==> src/rtl/mapper_ss_seq.sv <==
// mapper_ss_seq: walks snapshot addresses FIRST..LAST, streaming mapper state out (save) or writing host bytes back in (restore).
module mapper_ss_seq #(
  parameter int FIRST  = 0,
  parameter int LAST   = 127,
  parameter int RD_LAT = 2
) (
  input  logic       clk,
  input  logic       rst,
  input  logic       m2,
  input  logic       cmd_start,
  input  logic       cmd_restore,
  input  logic       cmd_abort,
  output logic       busy,
  output logic       done,
  output logic       ss_act,
  output logic       ss_we,
  output logic [7:0] ss_addr,
  output logic [7:0] ss_dat,
  input  logic [7:0] ss_rdat,
  output logic [7:0] up_dat,
  output logic       up_valid,
  input  logic       up_ready,
  input  logic [7:0] dn_dat,
  input  logic       dn_valid,
  output logic       dn_ready
);
  localparam logic [7:0] A_FIRST = 8'(FIRST);
  localparam logic [7:0] A_LAST  = 8'(LAST);
  localparam logic [2:0] LAT     = 3'(RD_LAT - 1);

  typedef enum logic [3:0] {IDLE, SETUP, RDWAIT, UP, DNWAIT, WEARM, WEHOLD, NEXT, FIN, ABORT} state_t;

  state_t     state, state_d;
  logic       restore, restore_d;
  logic [2:0] cnt, cnt_d;
  logic [7:0] addr_d, dat_d, up_dat_d;
  logic       busy_d, done_d, act_d, we_d, upv_d;
  logic [2:0] m2_sync;
  logic       m2_fall;

  // [0],[1] synchronize m2, [2] is the previous synchronized value for edge detection
  assign m2_fall  = m2_sync[2] & ~m2_sync[1];
  assign dn_ready = state == DNWAIT;

  always_ff @(posedge clk or posedge rst) begin
    if (rst) begin
      m2_sync  <= '0;
      state    <= IDLE;
      restore  <= 1'b0;
      cnt      <= '0;
      ss_addr  <= '0;
      ss_dat   <= '0;
      up_dat   <= '0;
      up_valid <= 1'b0;
      ss_we    <= 1'b0;
      ss_act   <= 1'b0;
      busy     <= 1'b0;
      done     <= 1'b0;
    end else begin
      m2_sync  <= {m2_sync[1:0], m2};
      state    <= state_d;
      restore  <= restore_d;
      cnt      <= cnt_d;
      ss_addr  <= addr_d;
      ss_dat   <= dat_d;
      up_dat   <= up_dat_d;
      up_valid <= upv_d;
      ss_we    <= we_d;
      ss_act   <= act_d;
      busy     <= busy_d;
      done     <= done_d;
    end
  end

  always_comb begin
    state_d   = state;
    restore_d = restore;
    cnt_d     = cnt;
    addr_d    = ss_addr;
    dat_d     = ss_dat;
    up_dat_d  = up_dat;
    upv_d     = up_valid;
    we_d      = ss_we;
    act_d     = ss_act;
    busy_d    = busy;
    done_d    = 1'b0;
    // abort outranks any handshake completing in the same cycle
    if (cmd_abort && state != IDLE && state != ABORT) begin
      state_d = ABORT;
      we_d    = 1'b0;
      upv_d   = 1'b0;
    end else begin
      case (state)
        IDLE: if (cmd_start) begin
          state_d   = SETUP;
          restore_d = cmd_restore;
          addr_d    = A_FIRST;
          act_d     = 1'b1;
          busy_d    = 1'b1;
        end
        SETUP: begin
          cnt_d   = LAT;
          state_d = restore ? DNWAIT : RDWAIT;
        end
        RDWAIT: if (cnt == '0) begin
          up_dat_d = ss_rdat;
          upv_d    = 1'b1;
          state_d  = UP;
        end else cnt_d = cnt - 3'd1;
        UP: if (up_ready) begin
          upv_d   = 1'b0;
          state_d = NEXT;
        end
        DNWAIT: if (dn_valid) begin
          dat_d   = dn_dat;
          state_d = WEARM;
        end
        WEARM: if (m2_fall) begin
          we_d    = 1'b1;
          state_d = WEHOLD;
        end
        WEHOLD: if (m2_fall) begin
          we_d    = 1'b0;
          state_d = NEXT;
        end
        NEXT: if (ss_addr == A_LAST) state_d = FIN;
        else begin
          addr_d  = ss_addr + 8'd1;
          state_d = SETUP;
        end
        FIN, ABORT: begin
          act_d   = 1'b0;
          busy_d  = 1'b0;
          done_d  = 1'b1;
          state_d = IDLE;
        end
        default: state_d = IDLE;
      endcase
    end
  end
endmodule

==> config.mk <==
export PLATFORM = sky130hd
export DESIGN_NAME = mapper_ss_seq
export DESIGN_NICKNAME = d
export VERILOG_FILES = /design/src/rtl/mapper_ss_seq.sv
export SDC_FILE = /design/constraint.sdc
export NUM_CORES = 1
export LEC_CHECK = 0
export ABC_AREA = 1
export BUFFER_PORTS_ARGS = -buffer_cell sky130_fd_sc_hd__buf_4
export CAP_MARGIN = 20
export CORE_UTILIZATION = 50
export DETAILED_ROUTE_END_ITERATION = 6
export GPL_TIMING_DRIVEN = 0
export PLACE_DENSITY_LB_ADDON = 0.2
export SLEW_MARGIN = 20
export SYNTH_ARGS = -nofsm -noshare
export SYNTH_HDL_FRONTEND = slang
export SYNTH_SLANG_ARGS = --single-unit
export TNS_END_PERCENT = 5
==> constraint.sdc <==
create_clock -name clk -period 2 [get_ports clk]
set_input_delay 0.1 -clock clk [delete_from_list [all_inputs] [get_ports clk]]
set_output_delay 0.1 -clock clk [all_outputs]
set_load 0.02 [all_outputs]
==> metrics.md, run 1 <==
| Metric | Value |
|---|---|
| Status | `finished, final reports clean` |
| CTS tree | `built` |
| Multi-input logic area | `approximately 930 um2` |
| Min Hold Slack | `0.03530 ns` |
| Mapped Area | `2131 um2` |
| Cell count along the critical path | `10` |
| Crit path required time | `~2.2 ns` |
| Row count | `23` |
| Synthesized net count | `282` |
| Worst path bufs/invs | `1` |
| Die width | `about 67 um` |
| Final Power | `3.240 mW` |
| Clock Latency Late Sink | `roughly 0.3 ns` |
| Drt initial violations | `52` |
| Die area | `4527 um2` |
| Die Y | `67.28 um` |
| Largest net degree at the start of global routing | `29` |
| Max Cap Viol | `0` |
| Routed Antenna Nets | `0` |
| Max transition margin | `80.78%` |
| Worst clock skew | `0.008437 ns` |
| Post-synthesis sequential area ratio | `45.80%` |
| First-pass GRT wire length | `6762 um` |
| Number of global-route vias before repair | `1540` |
| Fraction of layout cells with a size suffix above 1 | `32.60%` |
| CTS Buf Count | `5` |
| Final min period | `around 1.7 ns` |
| Fillers | `362` |
| Area Growth Syn to Fin | `27.83%` |
| RSZ-0062 raised after global routing | `no` |
| Nets@finish | `between 300 and 400` |
| Leak | `1.532 nW` |
| # IOs | `54` |
| Drt pass-1 iters | `4` |
| Power Density | `1189 nW/um2` |
| Highest clock rate | `0.5928 GHz` |
| Core area | `4058 um2` |
| Root buffer cell | `clkbuf_8` |
| R2R cell count | `10` |
| Worst Hold End | `restore` |
| Final period utilization | `between 80 and 90%` |
| Worst r2r src | `ss_addr[0]` |
| CTS Buffer Depth | `2` |
| Htree depth | `2` |
| Grt total ovfl | `0` |
| Max-slew violation count | `0` |
| Mean Syn Cell Area | `8.356 um2` |
| Yosys synthesis warning count | `0` |
| Starting Density | `52.51%` |
| Setup TNS | `0 ns` |
| Setup violators final | `0` |
| Kind of critical path | `reg -> reg` |
| Antenna diode count | `0` |
| Post-route cell area | `2724 um2` |
| Storage element area | `around 1000 um2` |
| WL/cell | `11.08 um` |
| Post-DP Area | `2611 um2` |
| Peak VDD IR | `0.6342 mV` |
| Hold path cells | `3` |
| Finished Core Util | `67.13%` |
| Hold Crit Start | `cmd_restore` |
| Worst-Margin Slew | `0.2873 ns` |
| Total track usage | `approximately a fifth` |
| # hold bufs at CTS | `2` |
| Slowest cell on the critical path | `dfrtp_1` |
| Clock Sinks | `39` |
| CP peak stage delay | `0.41 ns` |
| Final hold violation count | `0` |
| Synth cell types | `28` |
| Routed vias/inst | `4.656` |
| R2R Path End | `ss_addr[7]` |
| Initial antenna violation count | `0` |
| Critical path arrival | `1.91 ns` |
| Clock slew at reported path FFs | `0.08 ns` |
| Setup bufs post-CTS | `0` |
| Worst-path cell chain | `ha_1 -> nand2_1 -> nor2_1 -> nand3_1 -> nand2_2 -> nand2_2 -> nand2_4 -> buf_6 -> nand2_1 -> o21ai_2` |
| Post_cts resized | `0` |
| Via count | `about 1700` |
| IO Port Bufs | `53` |
| Cells after synthesis | `255` |
| Hold WC Path Type | `in -> reg` |
| Synth Register Bits | `39` |
| Delay-heaviest family, CP | `simple AND/OR/NAND/NOR gates` |
| CP Launch Type | `flip-flop` |
| Post-Route WL | `4088 um` |
| Worst R2R Setup Slack | `0.31 ns` |
| Detailed Place HPWL | `3120 um` |
| Setup crit end kind | `flip-flop` |
| CP Max Fanout | `10` |
| Number of remaining DRC errors | `0` |
| RD Place Congestion | `slightly above 0.9` |
per-layer routing:
layer | up-vias | track usage (%) | share of wire [%]
li1 | 908 | - | -
met1 | 765 | 25.11 | 46
met2 | 37 | 32.00 | 47
met3 | 8 | 6.588 | 4.7
met4 | 0 | 9.043 | 2.3
met5 | - | 0 | 0
Yosys cell counts:
master	n	area, um2
nand2_1	72	270.3
inv_1	43	161.4
dfrtp_1	39	975.9
o21ai_0	17	85.08
nor2_1	16	60.06
nand3_1	13	65.06
o21ai_2	13	113.9
nand2_2	5	31.28
a21oi_1	4	20.02
buf_6	3	33.78
ha_1	3	37.54
inv_2	3	11.26
nor2_4	3	33.78
nand2_4	2	22.52
nand3_4	2	35.03
nor2_2	2	12.51
or2_2	2	12.51
xnor2_1	2	17.52
xor2_1	2	17.52
and3_1	1	6.260
buf_4	1	7.510
buf_8	1	15.01
nand3_2	1	10.01
nand4_1	1	6.260
nand4_4	1	21.27
nor2_8	1	20.02
o211ai_4	1	21.27
or2_1	1	6.260
how the worst max path moves through the flow:
stage                     startpoint         end  slack, ns
after floorplan           ss_addr[0]  ss_addr[7]       0.37
after global placement    ss_addr[0]  ss_addr[2]       0.36
after detailed placement  ss_addr[0]  ss_addr[7]       0.34
after CTS                 ss_addr[0]  ss_addr[7]       0.31
after global routing      ss_addr[0]  ss_addr[3]       0.11
final                     ss_addr[0]  ss_addr[7]       0.31
worst reg2reg max path, delay by kind of cell (launching register included):
| kind | cells | cell delay, ns |
|---|---|---|
| DFF | 1 | 0.41 |
| and+or+nand+nor | 7 | 0.81 |
| AOI/OAI and AO/OA | 1 | 0.05 |
| buffers and inverters | 1 | 0.16 |
| adders and majority gates | 1 | 0.18 |
metrics by stage:
step / instances / worst slack, ns
2_1_floorplan: 255 / 0.3725
3_3_place_gp: 358 / 0.3587
3_5_place_dp: 359 / 0.3396
4_1_cts: 369 / 0.3143
5_1_grt: 369 / 0.1138
6_report: 369 / 0.3131
state kept, by name, summed over array words and instances (netlist names):
name      flops
m2_sync       3
up_valid      1
restore       1
state         4
ss_addr       8
done          1
ss_dat        8
up_dat        8
cnt           3
ss_we         1
ss_act        1
where the power goes:
| group | internal [mW] | leakage (nW) | switching [mW] | total [mW] |
|---|---|---|---|---|
| Clock | 0.249 | 0.0408 | 0.301 | 0.550 |
| Combinational | 0.609 | 0.979 | 0.916 | 1.52 |
| Sequential | 1.01 | 0.512 | 0.155 | 1.17 |
| Total | 1.87 | 1.53 | 1.37 | 3.24 |
placed cells by master, fill, tap and decap left out, drive strengths merged, types with 3 or more instances in the layout:
cell and n:
nand2 79, buf 59, inv 47, dfrtp 39, o21ai 30, nor2 22, nand3 16, clkbuf 5
a21oi 4, ha 3, or2 3
logic make-up after synthesis:
| group | count (synthesis) | share of synthesized area (%) |
|---|---|---|
| AND/OR/NAND/NOR | 123 | 28.77 |
| AO/OA/AOI/OAI | 35 | 11.27 |
| flip-flops | 39 | 45.80 |
| buffers and inverters | 51 | 10.75 |
| XOR/XNOR | 4 | 1.644 |
| adder cells (fa/ha/maj) | 3 | 1.762 |
cell type report:
class	instances	area share, %
Sequential cell	39	35.83
Inverter	46	6.339
Clock inverter	3	0.8728
Clock buffer	5	2.526
Timing Repair Buffer	56	16.08
Buffer	5	2.067
Multi-Input combinational cell	165	33.99
Tap cell	50	2.297
Note: power is estimated with default switching activity, not from simulation.
==> inputs of run 2 (changes only) <==
--- a/config.mk
+++ b/config.mk
@@ -8,7 +8,7 @@
 export ABC_AREA = 1
 export BUFFER_PORTS_ARGS = -buffer_cell sky130_fd_sc_hd__buf_4
 export CAP_MARGIN = 20
-export CORE_UTILIZATION = 50
+export CORE_UTILIZATION = 48
 export DETAILED_ROUTE_END_ITERATION = 6
 export GPL_TIMING_DRIVEN = 0
 export PLACE_DENSITY_LB_ADDON = 0.2
==> constraint.sdc (replaced) <==
create_clock -name clk -period 1.37 [get_ports clk]
set_input_delay 0.0685 -clock clk [delete_from_list [all_inputs] [get_ports clk]]
set_output_delay 0.0685 -clock clk [all_outputs]
set_load 0.02 [all_outputs]
==> metrics.md, run 2 (synthesis results as in run 1) <==
| Metric | Value |
|---|---|
| Status | `complete, but fails checks` |
| Violated checks | `setup timing` |
| Nets@finish | `363 (+5.2%)` |
| Worst path bufs/invs | `2 (+1)` |
| Starting Density | `51.42% (-1.1 points)` |
| Detailed Place HPWL | `3279 um (+5.1%)` |
| Row count | `23 (unchanged)` |
| Root buffer cell | `clkbuf_8` |
| Crit path required time | `1.60 ns (-0.63 ns)` |
| Drt initial violations | `97 (+87%)` |
| Worst-path cell chain | `inv_2 -> nor2_4 -> nand2_2 -> nand3_4 -> buf_6 -> nand2_2 -> nand2_4 -> nor2_4 -> nand2_1 -> nand2_1` |
| Multi-input logic area | `1099 um2 (+19%)` |
| IO Port Bufs | `53 (unchanged)` |
| Commonest non-fill, non-tap cell in the layout | `buf_4` |
| Final min period | `1.557 ns (-0.1304 ns)` |
| Max-slew violation count | `0 (unchanged)` |
| Total track usage | `22.12% (+1.8 points)` |
| CP Launch Type | `flip-flop` |
| CP peak stage delay | `0.47 ns (+0.06 ns)` |
| Critical path arrival | `1.79 ns (-0.12 ns)` |
| Peak VDD IR | `1.267 mV (+100%)` |
| Final hold violation count | `0 (unchanged)` |
| Die width | `68.63 um (+2.0%)` |
| Clock Latency Late Sink | `0.30 ns (about the same)` |
| Largest net degree at the start of global routing | `22 (-24%)` |
| Clock Sinks | `39 (unchanged)` |
| Final period utilization | `113.6% (+29 points)` |
| R2R cell count | `10 (unchanged)` |
| CTS Buffer Depth | `2 (unchanged)` |
| Setup crit end kind | `flip-flop` |
| Antenna diode count | `0 (unchanged)` |
| RD Place Congestion | `0.8756 (-4.7%)` |
| RSZ-0062 raised after global routing | `yes` |
| Storage element area | `983.4 um2 (+0.77%)` |
| Max transition margin | `70.35% (-10 points)` |
| R2R Path End | `state[1]` |
| Initial antenna violation count | `0 (unchanged)` |
| CTS tree | `built` |
| Area Growth Syn to Fin | `46.39%` |
| Worst r2r src | `state[0]` |
| Commonest cells after routing, fill and taps aside | `65 x buf_4, 53 x nand2_1, 38 x inv_1, 33 x dfrtp_1, 18 x nand2_2` |
| Finished Core Util | `75.27% (+8.1 points)` |
| Setup violators final | `35 (+35)` |
| Number of global-route vias before repair | `1737 (+13%)` |
| Die Y | `68.63 um (+2.0%)` |
| Number of remaining DRC errors | `0 (unchanged)` |
| Setup crit start | `state[0]` |
| Power Density | `1765 nW/um2 (+48%)` |
| Final setup margin | `-0.1866 ns (-0.4996 ns)` |
| Top flop regs | `ss_addr (8), ss_dat (8), up_dat (8)` |
| Inst Count DP | `359 (unchanged)` |
| Fillers | `288 (-20%)` |
| Post-Route WL | `5259 um (+29%)` |
| Delay-heaviest family, CP | `simple AND/OR/NAND/NOR gates` |
| First-pass GRT wire length | `7596 um (+12%)` |
| Clock slew at reported path FFs | `0.08 ns (about the same)` |
| Worst R2R Setup Slack | `-0.19 ns (-0.50 ns)` |
| Worst setup path endpoint | `state[1]` |
| Routed vias/inst | `4.977 (+6.9%)` |
| WL/cell | `13.59 um (+23%)` |
| Highest clock rate | `0.6424 GHz (+8.4%)` |
| Fraction of layout cells with a size suffix above 1 | `48.37% (+16 points)` |
| Grt total ovfl | `0 (unchanged)` |
| Non-Filler Instances | `387 (+4.9%)` |
| Die area | `4709 um2 (+4.0%)` |
| # IOs | `54 (unchanged)` |
| Kind of critical path | `reg -> reg` |
| Htree depth | `2 (unchanged)` |
| Drt pass-1 iters | `4 (unchanged)` |
| Core area | `4144 um2 (+2.1%)` |
| Routed Antenna Nets | `0 (unchanged)` |
| Worst clock skew | `0.003206 ns (-0.005232 ns)` |
| Hold WC Path Type | `in -> reg` |
| CP Max Fanout | `5 (-5)` |
| Cell count along the critical path | `10 (unchanged)` |
| Leak | `1.688 nW (+10%)` |
| Via count | `1926 (+12%)` |
| Worst-Margin Slew | `0.4441 ns (+0.1568 ns)` |
| Slowest cell on the critical path | `dfrtp_2` |
| Max Cap Viol | `0 (unchanged)` |
| CTS Buf Count | `5 (unchanged)` |
## run 2: changes by cell type in the layout (fill, tap and decap cells not counted), moves of 4 or more
| cell | delta |
|---|---|
| buf_4 | +11 |
| dfrtp_1 | -6 |
| dfrtp_2 | +6 |
| inv_1 | -4 |
| nand2_1 | -19 |
| nand2_2 | +13 |
| nand2_4 | +6 |
| nor2_1 | -6 |
| nor2_4 | +5 |
| o21ai_0 | -10 |
| o21ai_1 | +9 |
## run 2: where the power goes
group | internal (mW) | switching (mW)
sequential | 1.49 | 0.300
clock | 0.356 | 0.418
combinational | 1.31 | 1.64
## run 2: what timing repair did
item / in CTS / in global routing
gates resized for setup: 32 / 30
hold buffers: 2 / 0
buffers inserted: 11 / 4
hold endpoints to repair: 19 / 0
setup endpoints to repair: 35 / 34
pin swaps: 13 / 14
gates cloned: 1 / 2
## run 2: routing by layer
metal  GRT usage [%]  vias up  routed length, um  share of wire [%]
met5               0        -                  0                  0
met3           6.908       11                325                6.2
met2           36.15       66               2622                 50
li1                -      946                  -                  -
met1           27.35      903               2216                 42
met4           7.813        0                 93                1.8
## run 2: worst min-delay path by stage
stage                     cells after the start          to       from
after global placement                        1  m2_sync[0]         m2
after detailed placement                      2   up_dat[4]        rst
after floorplan                               0  m2_sync[0]         m2
final                                         3   ss_dat[0]  dn_dat[0]
after CTS                                     3   ss_dat[5]  dn_dat[5]
after global routing                          3   ss_dat[0]  dn_dat[0]
## run 2: area by class of cell
| class | instances | share of cell area [%] |
|---|---|---|
| timing repair buffer | 74 | 20.86 |
| inverter | 46 | 5.616 |
| clock inverter | 2 | 0.4011 |
| multi-input combinational | 165 | 35.22 |
| buffer | 5 | 2.046 |
| tap | 50 | 2.006 |
| clock buffer | 6 | 2.327 |
| sequential | 39 | 31.53 |
## run 2: through the flow
stage                     cell area (um2)  setup slack, ns  hold slack [ns]  setup TNS, ns  power (mW)
after floorplan                      2175         -0.05901          0.09993        -0.6176       3.258
after global placement               2635          -0.2213           0.1781         -8.707       3.916
after detailed placement             2663          -0.1998           0.1084         -4.566       3.973
after CTS                            2942         -0.09494         0.009512         -1.471       4.998
after global routing                 3119          -0.2429         0.002112         -5.384       5.814
final                                3119          -0.1866         0.008136         -3.400       5.506
## run 2: worst register-to-register path, cell delays in order, from the launching register on
cell	delay (ns)
dfrtp_2	0.47
inv_2	0.11
nor2_4	0.05
nand2_2	0.09
nand3_4	0.15
buf_6	0.16
nand2_2	0.10
nand2_4	0.07
nor2_4	0.14
nand2_1	0.08
nand2_1	0.07
==> inputs of run 3 (changes only) <==
--- a/config.mk
+++ b/config.mk
@@ -10,7 +10,6 @@
 export CAP_MARGIN = 20
 export CORE_UTILIZATION = 48
 export DETAILED_ROUTE_END_ITERATION = 6
-export GPL_TIMING_DRIVEN = 0
 export PLACE_DENSITY_LB_ADDON = 0.2
 export SLEW_MARGIN = 20
 export SYNTH_ARGS = -nofsm -noshare
==> metrics.md, run 3 (synthesis results as in run 1) <==
| Metric | Value |
|---|---|
| Kind of critical path | `reg -> reg` |
| Detailed Place HPWL | `3448 um (+5.2%)` |
| Number of global-route vias before repair | `1837 (+5.8%)` |
| Clock slew at reported path FFs | `0.08 ns (about the same)` |
| Crit path required time | `1.57 ns (-0.03 ns)` |
| Die area | `4709 um2 (unchanged)` |
| Max transition margin | `67.42% (-2.9 points)` |
| Final period utilization | `109.9% (-3.7 points)` |
| Max-slew violation count | `0 (unchanged)` |
| Die Y | `68.63 um (unchanged)` |
| Final setup margin | `-0.1358 ns (+0.05078 ns)` |
| Peak VDD IR | `0.9756 mV (-23%)` |
| Htree depth | `2 (unchanged)` |
| Antenna diode count | `0 (unchanged)` |
| Drt pass-1 iters | `4 (unchanged)` |
| Total track usage | `24.82% (+2.7 points)` |
| Routed Antenna Nets | `0 (unchanged)` |
| Post-Route WL | `5320 um (+1.2%)` |
| R2R cell count | `8 (-2)` |
| Status | `complete, but fails checks` |
| Dpl ws | `-0.2395 ns (-0.03975 ns)` |
| Hold path cells | `3 (unchanged)` |
| Power Density | `1824 nW/um2 (+3.3%)` |
| Grt total ovfl | `0 (unchanged)` |
| RD Place Congestion | `0.8184 (-6.5%)` |
| Highest clock rate | `0.6641 GHz (+3.4%)` |
| Worst clock skew | `0.005966 ns (+0.002761 ns)` |
| Via count | `1946 (+1.0%)` |
| Setup TNS | `-2.724 ns (+0.6767 ns)` |
| Slowest cell on the critical path | `dfrtp_2` |
| Area Growth Syn to Fin | `47.74%` |
| Clock Latency Late Sink | `0.30 ns (about the same)` |
| CTS tree | `built` |
| Top flop regs | `ss_addr (8), ss_dat (8), up_dat (8)` |
| Cell count along the critical path | `8 (-2)` |
| Commonest non-fill, non-tap cell in the layout | `buf_4` |
| Delay-heaviest family, CP | `simple AND/OR/NAND/NOR gates` |
| Hold WC Path Type | `in -> reg` |
| Worst path bufs/invs | `0 (-2)` |
| Core area | `4144 um2 (unchanged)` |
| First-pass GRT wire length | `8452 um (+11%)` |
| CTS Buffer Depth | `2 (unchanged)` |
| Drt initial violations | `112 (+15%)` |
| Max Cap Viol | `0 (unchanged)` |
| Final hold violation count | `0 (unchanged)` |
| Worst-Margin Slew | `0.4887 ns (+0.04459 ns)` |
| Setup crit end kind | `flip-flop` |
| Critical path arrival | `1.70 ns (-0.09 ns)` |
| Worst-path cell chain | `nor2_4 -> nand2_4 -> nand2_2 -> nor2_2 -> nor2_4 -> nand2_4 -> nand2_2 -> o21ai_2` |
| Initial antenna violation count | `0 (unchanged)` |
| Commonest cells after routing, fill and taps aside | `82 x buf_4, 61 x nand2_1, 37 x inv_1, 33 x dfrtp_1, 13 x o21ai_2` |
| Number of remaining DRC errors | `0 (unchanged)` |
| Leak | `1.736 nW (+2.8%)` |
| WL/cell | `13.30 um (-2.1%)` |
| Fraction of layout cells with a size suffix above 1 | `48.57% (+0.20 points)` |
| Setup violators final | `33 (-5.7%)` |
| CP Max Fanout | `7 (+2)` |
| IO Port Bufs | `53 (unchanged)` |
| CP peak stage delay | `0.46 ns (about the same)` |
| Multi-input logic area | `1104 um2 (+0.46%)` |
| Inst Count DP | `382 (+6.4%)` |
| # IOs | `54 (unchanged)` |
| Violated checks | `setup timing` |
| Non-Filler Instances | `400 (+3.4%)` |
| Storage element area | `983.4 um2 (unchanged)` |
| Root buffer cell | `clkbuf_8` |
| Clock Sinks | `39 (unchanged)` |
| Routed vias/inst | `4.865 (-2.2%)` |
| Final min period | `1.506 ns (-0.05078 ns)` |
| Nets@finish | `376 (+3.6%)` |
| RSZ-0062 raised after global routing | `yes` |
| Fillers | `291 (+1.0%)` |
| CP Launch Type | `flip-flop` |
| Row count | `23 (unchanged)` |
| Starting Density | `51.42% (unchanged)` |
| Largest net degree at the start of global routing | `40 (+82%)` |
| Die width | `68.63 um (unchanged)` |
| CTS Buf Count | `5 (unchanged)` |
run 3: final timing paths:
path	start	end	slack, ns
setup / recovery	state[3]	ss_addr[7]	-0.14
hold / removal	dn_dat[5]	ss_dat[5]	0.01
setup reg to reg	state[3]	ss_addr[7]	-0.14
hold reg to reg	m2_sync[0]	m2_sync[1]	0.35
max in group asynchronous	rst	ss_addr[1]	0.54
min in group asynchronous	rst	up_dat[3]	0.46
run 3: area by class of cell:
cell class / instances / area share (%)
sequential: 39 / 31.24
inverter: 46 / 5.564
tap: 50 / 1.987
timing repair buffer: 90 / 22.58
clock inverter: 3 / 1.391
multi-input combinational: 167 / 35.06
clock buffer: 5 / 2.186
run 3: timing repair:
item | CTS | global route
hold endpoints to repair | 41 | 0
pin swaps | 20 | 10
gates resized for setup | 35 | 15
gates cloned | 2 | 0
hold buffers | 3 | 0
endpoints found under the setup margin | 35 | 34
buffers inserted | 4 | 1
run 3: power by group:
part           leakage, nW  switching [mW]  internal (mW)
combinational         1.17            1.72           1.29
clock               0.0581           0.425          0.542
sequential           0.504           0.275           1.49
run 3: through the flow:
stage | total power [mW] | hold WS (ns) | instance area [um2] | util, %
global placement | 4.122 | 0.1790 | 2793 | 67.39
CTS | 5.562 | 0.009638 | 3104 | 74.91
detailed placement | 4.187 | 0.1803 | 2793 | 67.39
finish | 5.743 | 0.01160 | 3148 | 75.97
global route | 6.091 | 0.01153 | 3148 | 75.97
floorplan | 3.258 | 0.09993 | 2175 | -
run 3: per-layer routing:
metal  vias up  GRT usage (%)  routed length [um]
li1        968              -                   -
met5         -              0                   0
met2        74          38.60                2511
met3        19          6.579                 272
met1       885          32.44                2363
met4         0          10.42                 172
run 3: tightest hold or removal path: stages:
cell and delay [ns]:
buf_4 0.10, inv_1 0.04, o21ai_1 0.06
